## config.mk

```make
export PLATFORM = sky130hd
export DESIGN_NAME = div_ctrl_flat
export DESIGN_NICKNAME = d
export VERILOG_FILES = /design/src/rtl/div_ctrl_pkg.sv /design/src/rtl/div_ctrl_if.sv /design/src/rtl/div_ctrl_step.sv /design/src/rtl/div_ctrl.sv /design/src/flat_wrapper.sv
export SDC_FILE = /design/constraint.sdc
export NUM_CORES = 1
export LEC_CHECK = 0
export ABC_AREA = 1
export BUFFER_PORTS_ARGS = -buffer_cell sky130_fd_sc_hd__clkbuf_2
export CAP_MARGIN = 30
export CORE_MARGIN = 5
export CORE_UTILIZATION = 51
export CTS_CLUSTER_DIAMETER = 200
export DETAILED_ROUTE_END_ITERATION = 16
export PLACE_DENSITY = 0.7
export RECOVER_POWER = 50
export SLEW_MARGIN = 20
export SYNTH_ARGS = -nofsm -noshare
export SYNTH_HDL_FRONTEND = slang
export SYNTH_HIERARCHICAL = 1
export SYNTH_SLANG_ARGS = --single-unit
export TNS_END_PERCENT = 1
```

## constraint.sdc

```tcl
create_clock -name clk -period 6.5 [get_ports clk]
set_input_delay 0.975 -clock clk [delete_from_list [all_inputs] [get_ports clk]]
set_output_delay 0.975 -clock clk [all_outputs]
set_load 0.01 [all_outputs]
```

## src/rtl/div_ctrl_pkg.sv

```systemverilog
// Shared types and constants for the execute-stage divide sequencer.
// Optional feature macro used by div_ctrl: DIV_EARLY_OUT_EN.
package div_ctrl_pkg;

  localparam int          DIV_WIDTH  = 32;
  localparam int          DIV_CNT_W  = 5;
  localparam logic [31:0] DIV_ZERO_Q = 32'hFFFF_FFFF;

  typedef enum logic [1:0] {
    DIV_IDLE = 2'd0,
    DIV_RUN  = 2'd1,
    DIV_DONE = 2'd2
  } div_state_e;

  // Magnitude of a two's complement value when en is set, raw value otherwise.
  function automatic logic [31:0] mag(input logic [31:0] v, input logic en);
    return (en && v[31]) ? (~v + 32'd1) : v;
  endfunction

  function automatic logic [31:0] neg_if(input logic [31:0] v, input logic en);
    return en ? (~v + 32'd1) : v;
  endfunction

endpackage

```

## src/rtl/div_ctrl_if.sv

```systemverilog
// Request/result bundle between the execute stage and the divide sequencer.
// start/cancel are single-cycle requests; done+whilo_out mark one result write.
interface div_ctrl_if;
  import div_ctrl_pkg::*;

  logic        start;
  logic        signed_op;
  logic [31:0] dividend;
  logic [31:0] divisor;
  logic        cancel;
  logic        stall;
  logic        stall_req;
  logic        done;
  logic [31:0] quotient;
  logic [31:0] remainder;
  logic        whilo_out;
  div_state_e  dbg_state;

  modport master (
    output start, signed_op, dividend, divisor, cancel, stall,
    input  stall_req, done, quotient, remainder, whilo_out, dbg_state
  );

  modport slave (
    input  start, signed_op, dividend, divisor, cancel, stall,
    output stall_req, done, quotient, remainder, whilo_out, dbg_state
  );

endinterface

```

## src/rtl/div_ctrl_step.sv

```systemverilog
// One restoring-division iteration: shift {rem,dvd} left, trial subtract,
// and shift the resulting quotient bit into the dividend LSB.
module div_step #(
  parameter int WIDTH = 32
) (
  input  logic [WIDTH:0]   rem,
  input  logic [WIDTH-1:0] dvd,
  input  logic [WIDTH-1:0] dsr,
  output logic [WIDTH:0]   rem_next,
  output logic [WIDTH-1:0] dvd_next
);

  logic [WIDTH:0] rem_sh;
  logic           q_bit;
  logic           unused_rem_msb;

  // The partial remainder stays below dsr, so its top bit is always zero here.
  assign unused_rem_msb = rem[WIDTH];
  assign rem_sh         = {rem[WIDTH-1:0], dvd[WIDTH-1]};
  assign q_bit          = (rem_sh >= {1'b0, dsr});
  assign rem_next       = q_bit ? (rem_sh - {1'b0, dsr}) : rem_sh;
  assign dvd_next       = {dvd[WIDTH-2:0], q_bit};

endmodule

```

## src/rtl/div_ctrl.sv

```systemverilog
// Multi-cycle DIV/DIVU sequencer: 32-step restoring divide with stall request,
// registered sign fix and HI/LO write strobe. Option macro: DIV_EARLY_OUT_EN.
module div_ctrl
  import div_ctrl_pkg::*;
#(
  parameter int WIDTH = 32,
  parameter int CNT_W = 5
) (
  input logic       clk,
  input logic       rst,
  div_ctrl_if.slave bus
);

  div_state_e       state_q, state_d;
  logic [CNT_W-1:0] cnt_q, cnt_d;
  logic [WIDTH:0]   rem_q, rem_d;
  logic [WIDTH-1:0] dvd_q, dvd_d;
  logic [WIDTH-1:0] dsr_q, dsr_d;
  logic             sign_q_q, sign_q_d;
  logic             sign_r_q, sign_r_d;
  logic [WIDTH-1:0] quot_q, quot_d;
  logic [WIDTH-1:0] remd_q, remd_d;
  logic             done_q, done_d;
  logic             whilo_q, whilo_d;

  logic [WIDTH:0]   step_rem;
  logic [WIDTH-1:0] step_dvd;
  logic [WIDTH-1:0] a_mag, b_mag;

  div_step #(.WIDTH(WIDTH)) u_step (
    .rem      (rem_q),
    .dvd      (dvd_q),
    .dsr      (dsr_q),
    .rem_next (step_rem),
    .dvd_next (step_dvd)
  );

  assign a_mag = mag(bus.dividend, bus.signed_op);
  assign b_mag = mag(bus.divisor, bus.signed_op);

  always_comb begin
    state_d  = state_q;
    cnt_d    = cnt_q;
    rem_d    = rem_q;
    dvd_d    = dvd_q;
    dsr_d    = dsr_q;
    sign_q_d = sign_q_q;
    sign_r_d = sign_r_q;
    quot_d   = quot_q;
    remd_d   = remd_q;
    done_d   = done_q;
    whilo_d  = whilo_q;

    // cancel annuls whatever is in flight, including a same-cycle start.
    if (bus.cancel) begin
      state_d = DIV_IDLE;
      cnt_d   = '0;
      done_d  = 1'b0;
      whilo_d = 1'b0;
    end else begin
      case (state_q)
        DIV_IDLE: begin
          if (bus.start) begin
            if (bus.divisor == '0) begin
              state_d = DIV_DONE;
              quot_d  = DIV_ZERO_Q;
              remd_d  = bus.dividend;
              done_d  = 1'b1;
              whilo_d = 1'b1;
            end
`ifdef DIV_EARLY_OUT_EN
            else if (a_mag < b_mag) begin
              state_d = DIV_DONE;
              quot_d  = '0;
              remd_d  = bus.dividend;
              done_d  = 1'b1;
              whilo_d = 1'b1;
            end
`endif
            else begin
              state_d  = DIV_RUN;
              cnt_d    = '0;
              rem_d    = '0;
              dvd_d    = a_mag;
              dsr_d    = b_mag;
              sign_q_d = bus.signed_op & (bus.dividend[WIDTH-1] ^ bus.divisor[WIDTH-1]);
              sign_r_d = bus.signed_op & bus.dividend[WIDTH-1];
            end
          end
        end
        DIV_RUN: begin
          rem_d = step_rem;
          dvd_d = step_dvd;
          cnt_d = cnt_q + 1'b1;
          if (cnt_q == '1) begin
            state_d = DIV_DONE;
            quot_d  = neg_if(step_dvd, sign_q_q);
            remd_d  = neg_if(step_rem[WIDTH-1:0], sign_r_q);
            done_d  = 1'b1;
            whilo_d = 1'b1;
          end
        end
        DIV_DONE: begin
          if (!bus.stall) begin
            state_d = DIV_IDLE;
            done_d  = 1'b0;
            whilo_d = 1'b0;
          end
        end
        default: begin
          state_d = DIV_IDLE;
          done_d  = 1'b0;
          whilo_d = 1'b0;
        end
      endcase
    end
  end

  always_ff @(posedge clk or posedge rst) begin
    if (rst) begin
      state_q  <= DIV_IDLE;
      cnt_q    <= '0;
      rem_q    <= '0;
      dvd_q    <= '0;
      dsr_q    <= '0;
      sign_q_q <= 1'b0;
      sign_r_q <= 1'b0;
      quot_q   <= '0;
      remd_q   <= '0;
      done_q   <= 1'b0;
      whilo_q  <= 1'b0;
    end else begin
      state_q  <= state_d;
      cnt_q    <= cnt_d;
      rem_q    <= rem_d;
      dvd_q    <= dvd_d;
      dsr_q    <= dsr_d;
      sign_q_q <= sign_q_d;
      sign_r_q <= sign_r_d;
      quot_q   <= quot_d;
      remd_q   <= remd_d;
      done_q   <= done_d;
      whilo_q  <= whilo_d;
    end
  end

  // Combinational so the pipeline freezes in the very cycle start rises.
  assign bus.stall_req = ((state_q == DIV_IDLE) && bus.start && !bus.cancel) ||
                         (state_q == DIV_RUN);
  assign bus.done      = done_q;
  assign bus.whilo_out = whilo_q;
  assign bus.quotient  = quot_q;
  assign bus.remainder = remd_q;
  assign bus.dbg_state = state_q;

endmodule
```

## src/flat_wrapper.sv

```systemverilog
// flat-port wrapper written by rule: the top's interface ports become plain ports
module div_ctrl_flat import div_ctrl_pkg::*;
#(
  parameter int WIDTH = 32,
  parameter int CNT_W = 5
)
  (clk, rst, bus_start, bus_signed_op, bus_dividend, bus_divisor, bus_cancel, bus_stall, bus_stall_req, bus_done, bus_quotient, bus_remainder, bus_whilo_out, bus_dbg_state);
  div_ctrl_if bus_i ();
  input logic clk;
  input logic rst;
  input wire logic [$bits(bus_i.start)-1:0] bus_start;
  input wire logic [$bits(bus_i.signed_op)-1:0] bus_signed_op;
  input wire logic [$bits(bus_i.dividend)-1:0] bus_dividend;
  input wire logic [$bits(bus_i.divisor)-1:0] bus_divisor;
  input wire logic [$bits(bus_i.cancel)-1:0] bus_cancel;
  input wire logic [$bits(bus_i.stall)-1:0] bus_stall;
  output wire logic [$bits(bus_i.stall_req)-1:0] bus_stall_req;
  output wire logic [$bits(bus_i.done)-1:0] bus_done;
  output wire logic [$bits(bus_i.quotient)-1:0] bus_quotient;
  output wire logic [$bits(bus_i.remainder)-1:0] bus_remainder;
  output wire logic [$bits(bus_i.whilo_out)-1:0] bus_whilo_out;
  output wire logic [$bits(bus_i.dbg_state)-1:0] bus_dbg_state;
  assign bus_i.start = bus_start;
  assign bus_i.signed_op = bus_signed_op;
  assign bus_i.dividend = bus_dividend;
  assign bus_i.divisor = bus_divisor;
  assign bus_i.cancel = bus_cancel;
  assign bus_i.stall = bus_stall;
  assign bus_stall_req = bus_i.stall_req;
  assign bus_done = bus_i.done;
  assign bus_quotient = bus_i.quotient;
  assign bus_remainder = bus_i.remainder;
  assign bus_whilo_out = bus_i.whilo_out;
  assign bus_dbg_state = bus_i.dbg_state;
  div_ctrl #(.WIDTH(WIDTH), .CNT_W(CNT_W)) u_core (.clk(clk), .rst(rst), .bus(bus_i));
endmodule
```

==> impl_metrics.json, run 1 <==
{
  "status": "complete, but fails checks",
  "violations": "capacitance limit, slew limit",
  "cts_tree": "built",
  "vias_per_cell": 5.496,
  "gp_congestion": 0.9640,
  "avgSynthCellArea_sq_um": 5.894,
  "period_needed_ps": 4642,
  "endpoint_kind": "asynchronous set/reset pin",
  "layout-drive-gt1-share_pct": 7.068,
  "start_util_pct": 51.43,
  "min_from": "u_core/bus.quotient[12]$_DFFE_PP0P_",
  "grt_overflow_total": 0,
  "synth_fp_nets": 2600,
  "hold_depth": 2,
  "rows": 62,
  "die_h_microns": 179.7,
  "final_util_pct": 55.50,
  "cts_sinks": 170,
  "hold_violations": 0,
  "r2r_slack_ps": 1970,
  "ant_nets": 0,
  "track_usage_pct": 32.53,
  "worstSkewPairLatency_ps": 460,
  "p_total_uw": 8363,
  "design.core.area_sq_um": 28550,
  "cts_resized": 0,
  "r2r-start": "u_core/rem_q[18]$_DFFE_PP0P_",
  "cts.reportedPaths.clkPinSlew_ps": 70,
  "first_iter_violations": 1541,
  "h-tree-depth": 4,
  "final_nets": 2657,
  "postCtsSetupBuffers": 0,
  "port_buffers": 138,
  "cts_root_buffer": "clkbuf_16",
  "antenna_found_initial": 4,
  "worst_pin_slew_ps": 2938,
  "skew_ps": 14.39,
  "fin_crit_sh_pct": 71.41,
  "worst-path-buf-inv": 3,
  "remaining_drc_errors": 0,
  "power_switching_uw": 4717,
  "grt_max_degree": 91,
  "multi_input_area_sq_um": 8622,
  "fill_cells": 3086,
  "cp_max_fo": 54,
  "min_to": "u_core/bus.quotient[12]$_DFFE_PP0P_",
  "r2r_end": "u_core/bus.quotient[20]$_DFFE_PP0P_",
  "setup_violations": 0,
  "io_pins": 139,
  "synth_warnings": 6,
  "wl_per_cell_microns": 17.97,
  "grt_pass1_vias": 15130,
  "sw_frac_of_total_pct": 56.40,
  "timing.slew.headroom_pct": -96.95,
  "diodes": 0,
  "maxSlewViolCount": 140,
  "rsz0062_at_grt": "false",
  "synth_cells": 2491,
  "min_path_type": "reg2reg",
  "path_delay_family": "buffers and inverters",
  "cp_slowest_cell": "clkbuf_1",
  "ctsHoldBuffers": 0,
  "clockBufferDepth": 2,
  "netlist_area_sq_um": 14680,
  "vias": 16190,
  "hpwl_microns": 40750,
  "critPathMaxStageDelay_ps": 1890,
  "p_comb_share_pct": 64.1,
  "irDropWorstVdd_v": 0.0005245,
  "crit_chain": "clkbuf_2 -> clkinvlp_2 -> clkbuf_1",
  "arrival_ps": 4680,
  "ff_latch_area_sq_um": 4254,
  "first_pass_iters": 7,
  "wl_microns": 52940,
  "worstPathRequired_ps": 6530,
  "start_kind": "primary input",
  "cts_made_buffers": 17,
  "fin_tns_setup_ps": 0,
  "reg2regPathDepth": 22,
  "internal_power_uw": 3646,
  "die_w_microns": 179.7,
  "die_area_sq_um": 32280,
  "drv_cap": 3,
  "pwr-share-seq_pct": 23.0,
  "crit_type": "in2async",
  "final_cell_mix": "nand2_1, inv_1, nor2_1, nand3_1, dfrtp_1",
  "timing.fmax_mhz": 215.4,
  "grt_pass1_wl_microns": 84080,
  "powerDensity_nw_per_um2": 527.8,
  "area.growth.synth_to_final_pct": 7.908,
  "clkPwrFrac_pct": 12.9,
  "layout_commonest_cell": "nand2_1",
  "p_leak_uw": 0.008716
}
[final cells by class]
| type | instances | area share [%] |
|---|---|---|
| Clock buffer | 18 | 2.772 |
| Clock inverter | 14 | 0.9950 |
| Inverter | 296 | 7.020 |
| Multi-Input combinational cell | 1910 | 54.42 |
| Sequential cell | 170 | 26.85 |
| Tap cell | 384 | 3.032 |
| Timing Repair Buffer | 153 | 4.912 |
[worst max-delay path by stage]
stage	from	end	cells past startpoint
final	rst	u_core/sign_q_q$_DFFE_PP0P_	3
after global placement	u_core/rem_q[25]$_DFFE_PP0P_	u_core/bus.quotient[20]$_DFFE_PP0P_	20
after global routing	rst	u_core/sign_q_q$_DFFE_PP0P_	3
after floorplan	rst	u_core/bus.dbg_state[0]$_DFFE_PP0P_	1
after detailed placement	u_core/rem_q[18]$_DFFE_PP0P_	u_core/bus.quotient[20]$_DFFE_PP0P_	22
after CTS	u_core/rem_q[18]$_DFFE_PP0P_	u_core/bus.quotient[20]$_DFFE_PP0P_	22
[state kept, by name, summed over array words and instances, names as in the netlist, 2 cells and up]
| name | flops |
|---|---|
| u_core/bus.dbg_state | 2 |
| u_core/bus.quotient | 32 |
| u_core/bus.remainder | 32 |
| u_core/cnt_q | 5 |
| u_core/dsr_q | 32 |
| u_core/dvd_q | 32 |
| u_core/rem_q | 32 |
[stage by stage]
step	setup slack [ps]	cells	cell area (sq um)	hold WS (ps)
floorplan	921.6	2491	14680	448.3
global placement	2133	2908	15240	457.4
detailed placement	2080	2910	15280	463.6
CTS	2053	2942	15880	482.6
global route	1023	2945	15840	502.2
finish	1858	2945	15840	477.9
[per-layer routing]
layer / GRT usage, % / wire length [microns]
met2: 48.01 / 22270
met3: 7.397 / 4792
met1: 46.81 / 23820
met5: 0 / 27
met4: 11.76 / 2022
[power groups by stage]
| stage | clock, uW | sequential (uW) | combinational, uW |
|---|---|---|---|
| after floorplan | 0 | 1800 | 3980 |
| after global placement | 0 | 1910 | 5190 |
| after detailed placement | 0 | 1930 | 5240 |
| after CTS | 1090 | 1920 | 5270 |
| after global routing | 1140 | 1980 | 6020 |
| final | 1080 | 1920 | 5360 |
[worst register-to-register path: cells and delay by family, from the launching register on]
kind | cells | cell delay [ps]
flip-flops | 1 | 430
adder cells (fa/ha/maj) | 2 | 600
AO/OA/AOI/OAI | 1 | 140
AND/OR/NAND/NOR | 17 | 2980
buffers and inverters | 2 | 280
Power figures use the tool's default switching activity.
==> run 2, diff against run 1 <==
--- a/config.mk
+++ b/config.mk
@@ -12,7 +12,7 @@
 export CORE_UTILIZATION = 51
 export CTS_CLUSTER_DIAMETER = 200
 export DETAILED_ROUTE_END_ITERATION = 16
-export PLACE_DENSITY = 0.7
+export PLACE_DENSITY = 0.73
 export RECOVER_POWER = 50
 export SLEW_MARGIN = 20
 export SYNTH_ARGS = -nofsm -noshare
==> constraint.sdc (replaced) <==
create_clock -name clk -period 3.8 [get_ports clk]
set_input_delay 0.57 -clock clk [delete_from_list [all_inputs] [get_ports clk]]
set_output_delay 0.57 -clock clk [all_outputs]
set_load 0.01 [all_outputs]
==> impl_metrics.json, run 2 (synthesized netlist as in run 1, its figures left out) <==
{
  "status": "complete, but fails checks",
  "violations": "capacitance limit, slew limit",
  "cts_made_buffers": 17,
  "r2r_slack_ps": 160,
  "powerDensity_nw_per_um2": 908.4,
  "instances_no_fill": 2963,
  "wl_microns": 53030,
  "worstSkewPairLatency_ps": 460,
  "antenna_found_initial": 0,
  "ctsHoldBuffers": 0,
  "worstPathRequired_ps": 4130,
  "worst_pin_slew_ps": 2303,
  "die_area_sq_um": 32280,
  "arrival_ps": 3970,
  "area.growth.synth_to_final_pct": 8.717,
  "period_needed_ps": 3641,
  "vias_per_cell": 5.491,
  "fin_crit_sh_pct": 95.80,
  "final_cell_mix": "nand2_1, inv_1, nor2_1, nand3_1, dfrtp_1",
  "maxSlewViolCount": 168,
  "grt_pass1_vias": 15280,
  "grt_pass1_wl_microns": 83790,
  "hold_violations": 0,
  "crit_path_frequent_cell": "nand2_1",
  "rows": 62,
  "cts_resized": 0,
  "cts_tree": "built",
  "die_w_microns": 179.7,
  "layout_commonest_cell": "nand2_1",
  "io_pins": 139,
  "reg2regPathDepth": 20,
  "critPathMaxStageDelay_ps": 420,
  "ant_nets": 0,
  "timing.fmax_mhz": 274.7,
  "design.core.area_sq_um": 28550,
  "grt_max_degree": 81,
  "r2r-start": "u_core/rem_q[27]$_DFFE_PP0P_",
  "port_buffers": 138,
  "h-tree-depth": 4,
  "worst-path-buf-inv": 2,
  "cp_max_fo": 30,
  "post-place-cells": 2930,
  "p_leak_uw": 0.008846,
  "grt_overflow_total": 0,
  "layout-drive-gt1-share_pct": 8.883,
  "cts.reportedPaths.clkPinSlew_ps": 80,
  "min_path_type": "in2async",
  "crit_type": "reg2reg",
  "crit_chain": "ha_1 -> nand2_2 -> inv_1 -> nand2_1 -> nand2_1 -> a21oi_1 -> nand2_1 -> nor2_4 -> buf_4 -> nand3_1 -> nand2_1 -> nor2_1 -> nand2_1 -> nor2_1 -> nand2_1 -> nand2_2 -> nand3_1 -> nand2_1 -> o21ai_1 -> nand2_1",
  "hpwl_microns": 41370,
  "setup_violations": 0,
  "cp_slowest_cell": "dfrtp_1",
  "holdWs_ps": 85.17,
  "vias": 16270,
  "first_pass_iters": 6,
  "die_h_microns": 179.7,
  "skew_ps": 16.34,
  "postCtsSetupBuffers": 0,
  "drv_cap": 4,
  "r2r_end": "u_core/bus.remainder[16]$_DFFE_PP0P_",
  "start_kind": "register",
  "remaining_drc_errors": 0,
  "fin_tns_setup_ps": 0,
  "endpoint_kind": "register",
  "timing.slew.headroom_pct": -53.54,
  "cts_root_buffer": "clkbuf_16",
  "irDropWorstVdd_v": 0.0008550,
  "cts_sinks": 170,
  "rsz0062_at_grt": "false",
  "gp_congestion": 1.031,
  "path_delay_family": "simple AND/OR/NAND/NOR gates",
  "wl_per_cell_microns": 17.90,
  "clockBufferDepth": 2,
  "first_iter_violations": 1942,
  "track_usage_pct": 32.29,
  "final_nets": 2674,
  "start_util_pct": 51.43
}
==> run 2: cell types whose count changed in the layout (fill, tap and decap cells not counted), sizes merged <==
cell	before	now
inv	302	300
buf	13	28
clkbuf	158	161
diode	0	1
clkinvlp	3	2
bufinv	2	1
clkinv	3	6
==> run 2: worst max-delay path by stage <==
stage | from | endpoint | depth (start not counted)
finish | u_core/rem_q[27]$_DFFE_PP0P_ | u_core/bus.remainder[16]$_DFFE_PP0P_ | 20
global route | u_core/rem_q[27]$_DFFE_PP0P_ | u_core/bus.quotient[31]$_DFFE_PP0P_ | 19
CTS | u_core/rem_q[27]$_DFFE_PP0P_ | u_core/bus.quotient[12]$_DFFE_PP0P_ | 18
detailed placement | u_core/rem_q[27]$_DFFE_PP0P_ | u_core/bus.quotient[12]$_DFFE_PP0P_ | 18
global placement | u_core/rem_q[27]$_DFFE_PP0P_ | u_core/bus.remainder[16]$_DFFE_PP0P_ | 18
floorplan | u_core/rem_q[27]$_DFFE_PP0P_ | u_core/bus.quotient[24]$_DFFE_PP0P_ | 21
==> run 2: report_power, final <==
group | switching [uW] | internal (uW)
clock | 836 | 939
sequential | 674 | 2550
combinational | 6660 | 2850
==> run 2: stage by stage <==
stage | power [uW] | setup slack [ps] | instance area, sq um | utilization, %
after floorplan | 9890 | 766.3 | 14690 | -
after global placement | 12320 | 215.5 | 15430 | 54.06
after detailed placement | 12400 | 130.5 | 15450 | 54.13
after CTS | 14250 | 99.03 | 16030 | 56.16
after global routing | 15790 | 13.90 | 15960 | 55.91
final | 14500 | 159.4 | 15960 | 55.92
==> run 2: worst register-to-register path, delay by kind of cell (launching register included) <==
kind	cells	cell delay, ps
flops	1	420
compound gates	2	490
fa+ha+maj	1	410
simple gates	15	1770
buf+inv	2	430
==> run 2: area by class of cell <==
| class | instances | area (sq um) |
|---|---|---|
| clock buffer | 19 | 442.9 |
| antenna | 1 | 2.502 |
| sequential | 170 | 4254 |
| timing repair buffer | 170 | 874.6 |
| multi-input combinational | 1910 | 8660 |
| fill | 3057 | 12580 |
| inverter | 296 | 1112 |
| clock inverter | 13 | 136.4 |
| tap | 384 | 480.5 |
==> run 2: metal layers <==
metal  wire length, microns  vias to the layer above  part of all wire [%]  track usage (%)
li1                       -                     7881                     -                -
met1                  24640                     7532                    46            48.12
met2                  22310                      755                    42            48.05
met3                   4468                      102                   8.4            5.356
met4                   1603                        0                   3.0            9.997
met5                      0                        -                     0                0
==> run 3, diff against run 2 <==
--- a/config.mk
+++ b/config.mk
@@ -7,7 +7,7 @@
 export LEC_CHECK = 0
 export ABC_AREA = 1
 export BUFFER_PORTS_ARGS = -buffer_cell sky130_fd_sc_hd__clkbuf_2
-export CAP_MARGIN = 30
+export CAP_MARGIN = 20
 export CORE_MARGIN = 5
 export CORE_UTILIZATION = 51
 export CTS_CLUSTER_DIAMETER = 200
@@ -17,6 +17,5 @@
 export SLEW_MARGIN = 20
 export SYNTH_ARGS = -nofsm -noshare
 export SYNTH_HDL_FRONTEND = slang
-export SYNTH_HIERARCHICAL = 1
 export SYNTH_SLANG_ARGS = --single-unit
 export TNS_END_PERCENT = 1
==> impl_metrics.json, run 3 <==
{
  "crit_path_frequent_cell": "nand2_1",
  "die_h_microns": 173.4,
  "status": "complete, but fails checks",
  "critPathMaxStageDelay_ps": 450,
  "h-tree-depth": 4,
  "avgSynthCellArea_sq_um": 6.390,
  "worst-path-buf-inv": 2,
  "start_kind": "register",
  "hold_violations": 0,
  "worst_pin_slew_ps": 2446,
  "crit_chain": "ha_4 -> nand2_1 -> nor2_1 -> buf_4 -> nand2_1 -> nor3_2 -> nand2_4 -> nand2_8 -> buf_8 -> nand2_1 -> o21ai_2 -> ha_1 -> nand2_2 -> nor2_4 -> nand3_2 -> o21ai_4 -> nand3_1 -> nand2_1 -> nand3_1 -> nand2_1 -> nand2_1",
  "port_buffers": 138,
  "wl_per_cell_microns": 17.72,
  "final_cell_mix": "nand2_1, inv_1, nor2_1, dfrtp_1, buf_4",
  "rsz0062_at_grt": "true",
  "cts_root_buffer": "clkbuf_16",
  "hpwl_microns": 36640,
  "final_nets": 2494,
  "layout_commonest_cell": "nand2_1",
  "final_util_pct": 64.38,
  "yosysMostFrequentCell": "nand2_1",
  "maxSlewViolCount": 171,
  "cp_max_fo": 27,
  "layout-drive-gt1-share_pct": 20.68,
  "timing.slew.headroom_pct": -63.09,
  "grt_pass1_vias": 14510,
  "worst_slack_ps": 191.2,
  "endpoint_kind": "register",
  "fin_tns_setup_ps": 0,
  "synth_fp_nets": 2241,
  "start_util_pct": 51.98,
  "synth_top_area_share_pct": 31.23,
  "crit_type": "reg2reg",
  "clockBufferDepth": 2,
  "place_ws_ps": -230.7,
  "period_needed_ps": 3609,
  "path_delay_family": "simple AND/OR/NAND/NOR gates",
  "violations": "capacitance limit, slew limit",
  "netlist_area_sq_um": 13620,
  "min_from": "bus_cancel",
  "io_pins": 139,
  "die_area_sq_um": 30080,
  "ys_ff_latch": 170,
  "diodes": 0,
  "remaining_drc_errors": 0,
  "synth_cells": 2132,
  "cp_slowest_cell": "dfrtp_1",
  "design.core.area_sq_um": 26210,
  "grt_overflow_total": 0,
  "synth.largest_area_cell": "dfrtp_1",
  "worstSkewPairLatency_ps": 460,
  "fill_cells": 2471,
  "vias_per_cell": 5.593,
  "synth_edf_count": 0,
  "first_pass_iters": 7,
  "cp-startpoint": "u_core.rem_q[20]$_DFFE_PP0P_",
  "worstPathRequired_ps": 4140,
  "setup_violations": 0,
  "die_w_microns": 173.4,
  "ys.flop_type": "dfrtp_1",
  "min_path_type": "in2reg",
  "track_usage_pct": 31.20,
  "ctsHoldBuffers": 0,
  "cts_sinks": 170,
  "cts_made_buffers": 17,
  "ys_top_cells_by_count": "nand2_1, inv_1, nor2_1, dfrtp_1, nand3_1",
  "rows": 59,
  "r2r-start": "u_core.rem_q[20]$_DFFE_PP0P_",
  "grt_max_degree": 171,
  "synth_area_leaders": "dfrtp_1, nand2_1, inv_1",
  "grt_pass1_wl_microns": 75920,
  "fin_crit_sh_pct": 94.97,
  "drv_cap": 1,
  "yosysSeqAreaShare_pct": 31.23,
  "gp_congestion": 1.002,
  "arrival_ps": 3950,
  "async_reset_ff_share_pct": 100.0,
  "first_iter_violations": 1843,
  "synth_warnings": 0,
  "area.growth.synth_to_final_pct": 23.85,
  "ant_nets": 0,
  "timing.fmax_mhz": 277.1,
  "vias": 15290,
  "skew_ps": 21.17,
  "cts.reportedPaths.clkPinSlew_ps": 80,
  "synthDistinctLibCells": 57,
  "holdWs_ps": 352.4,
  "cts_tree": "built",
  "wl_microns": 48430,
  "antenna_found_initial": 0
}
## run 3: cells by family (layout without fill, tap and decap cells)
logic type,count (synthesis),in the layout,share of synthesized area (%)
adders and majority gates,39,39,3.637
xor gates and xnor gates,50,50,3.215
and+or+nand+nor,1169,1169,37.20
DFF,170,170,31.23
AOI/OAI and AO/OA,316,316,13.53
buffers and inverters,388,654,11.20
## run 3: per-layer routing
layer  part of all wire, %  vias up  GRT usage [%]
met3                   8.9      109          6.216
met5                     0        -              0
met1                    44     7129          44.19
met4                   3.5        0          11.44
met2                    44      708          47.44
li1                      -     7340              -
## run 3: cell type report
class                           instances  area (sq um)  area share, %
Multi-Input combinational cell       1574          8446          50.06
Sequential cell                       170          4254          25.21
Timing Repair Buffer                  310          1971          11.68
Inverter                              312          1175          6.963
Clock buffer                           17         425.4          2.521
Tap cell                              335         419.2          2.484
Clock inverter                         15         182.7          1.083
## run 3: through the flow
stage          instance area (sq um)  cells
2_1_floorplan                  13630   2132
3_3_place_gp                   15600   2687
3_5_place_dp                   15620   2688
4_1_cts                        16490   2723
5_1_grt                        16870   2733
6_report                       16870   2733
## run 3: what timing repair did
| item | 4_1_cts | 5_1_grt |
|---|---|---|
| gates resized for setup | 37 | 79 |
| endpoints found under the setup margin | 5 | 25 |
| pin swaps | 7 | 17 |
| buffers inserted | 3 | 10 |
## run 3: worst register-to-register path, delay by kind of cell, from the launching register on
kind,cells,cell delay (ps)
and+or+nand+nor,15,1840
adders and majority gates,2,530
DFF,1,450
buffers and inverters,2,350
AOI/OAI and AO/OA,2,330
## run 3: worst paths after layout
| path | to | slack, ps | cells past startpoint |
|---|---|---|---|
| worst max-delay path | u_core.bus.remainder[26]$_DFFE_PP0P_ | 190 | 21 |
| worst min-delay path | u_core.bus.dbg_state[1]$_DFFE_PP0P_ | 350 | 2 |
| worst max register to register | u_core.bus.remainder[26]$_DFFE_PP0P_ | 190 | 21 |
| worst min register to register | u_core.bus.remainder[21]$_DFFE_PP0P_ | 480 | 2 |
| max in group asynchronous | u_core.bus.remainder[0]$_DFFE_PP0P_ | 1260 | 3 |
| min in group asynchronous | u_core.bus.remainder[15]$_DFFE_PP0P_ | 1010 | 3 |
Power of run 3 is not shown: default switching activity piles up to over one toggle a cycle in this logic, so the estimate is an artifact.
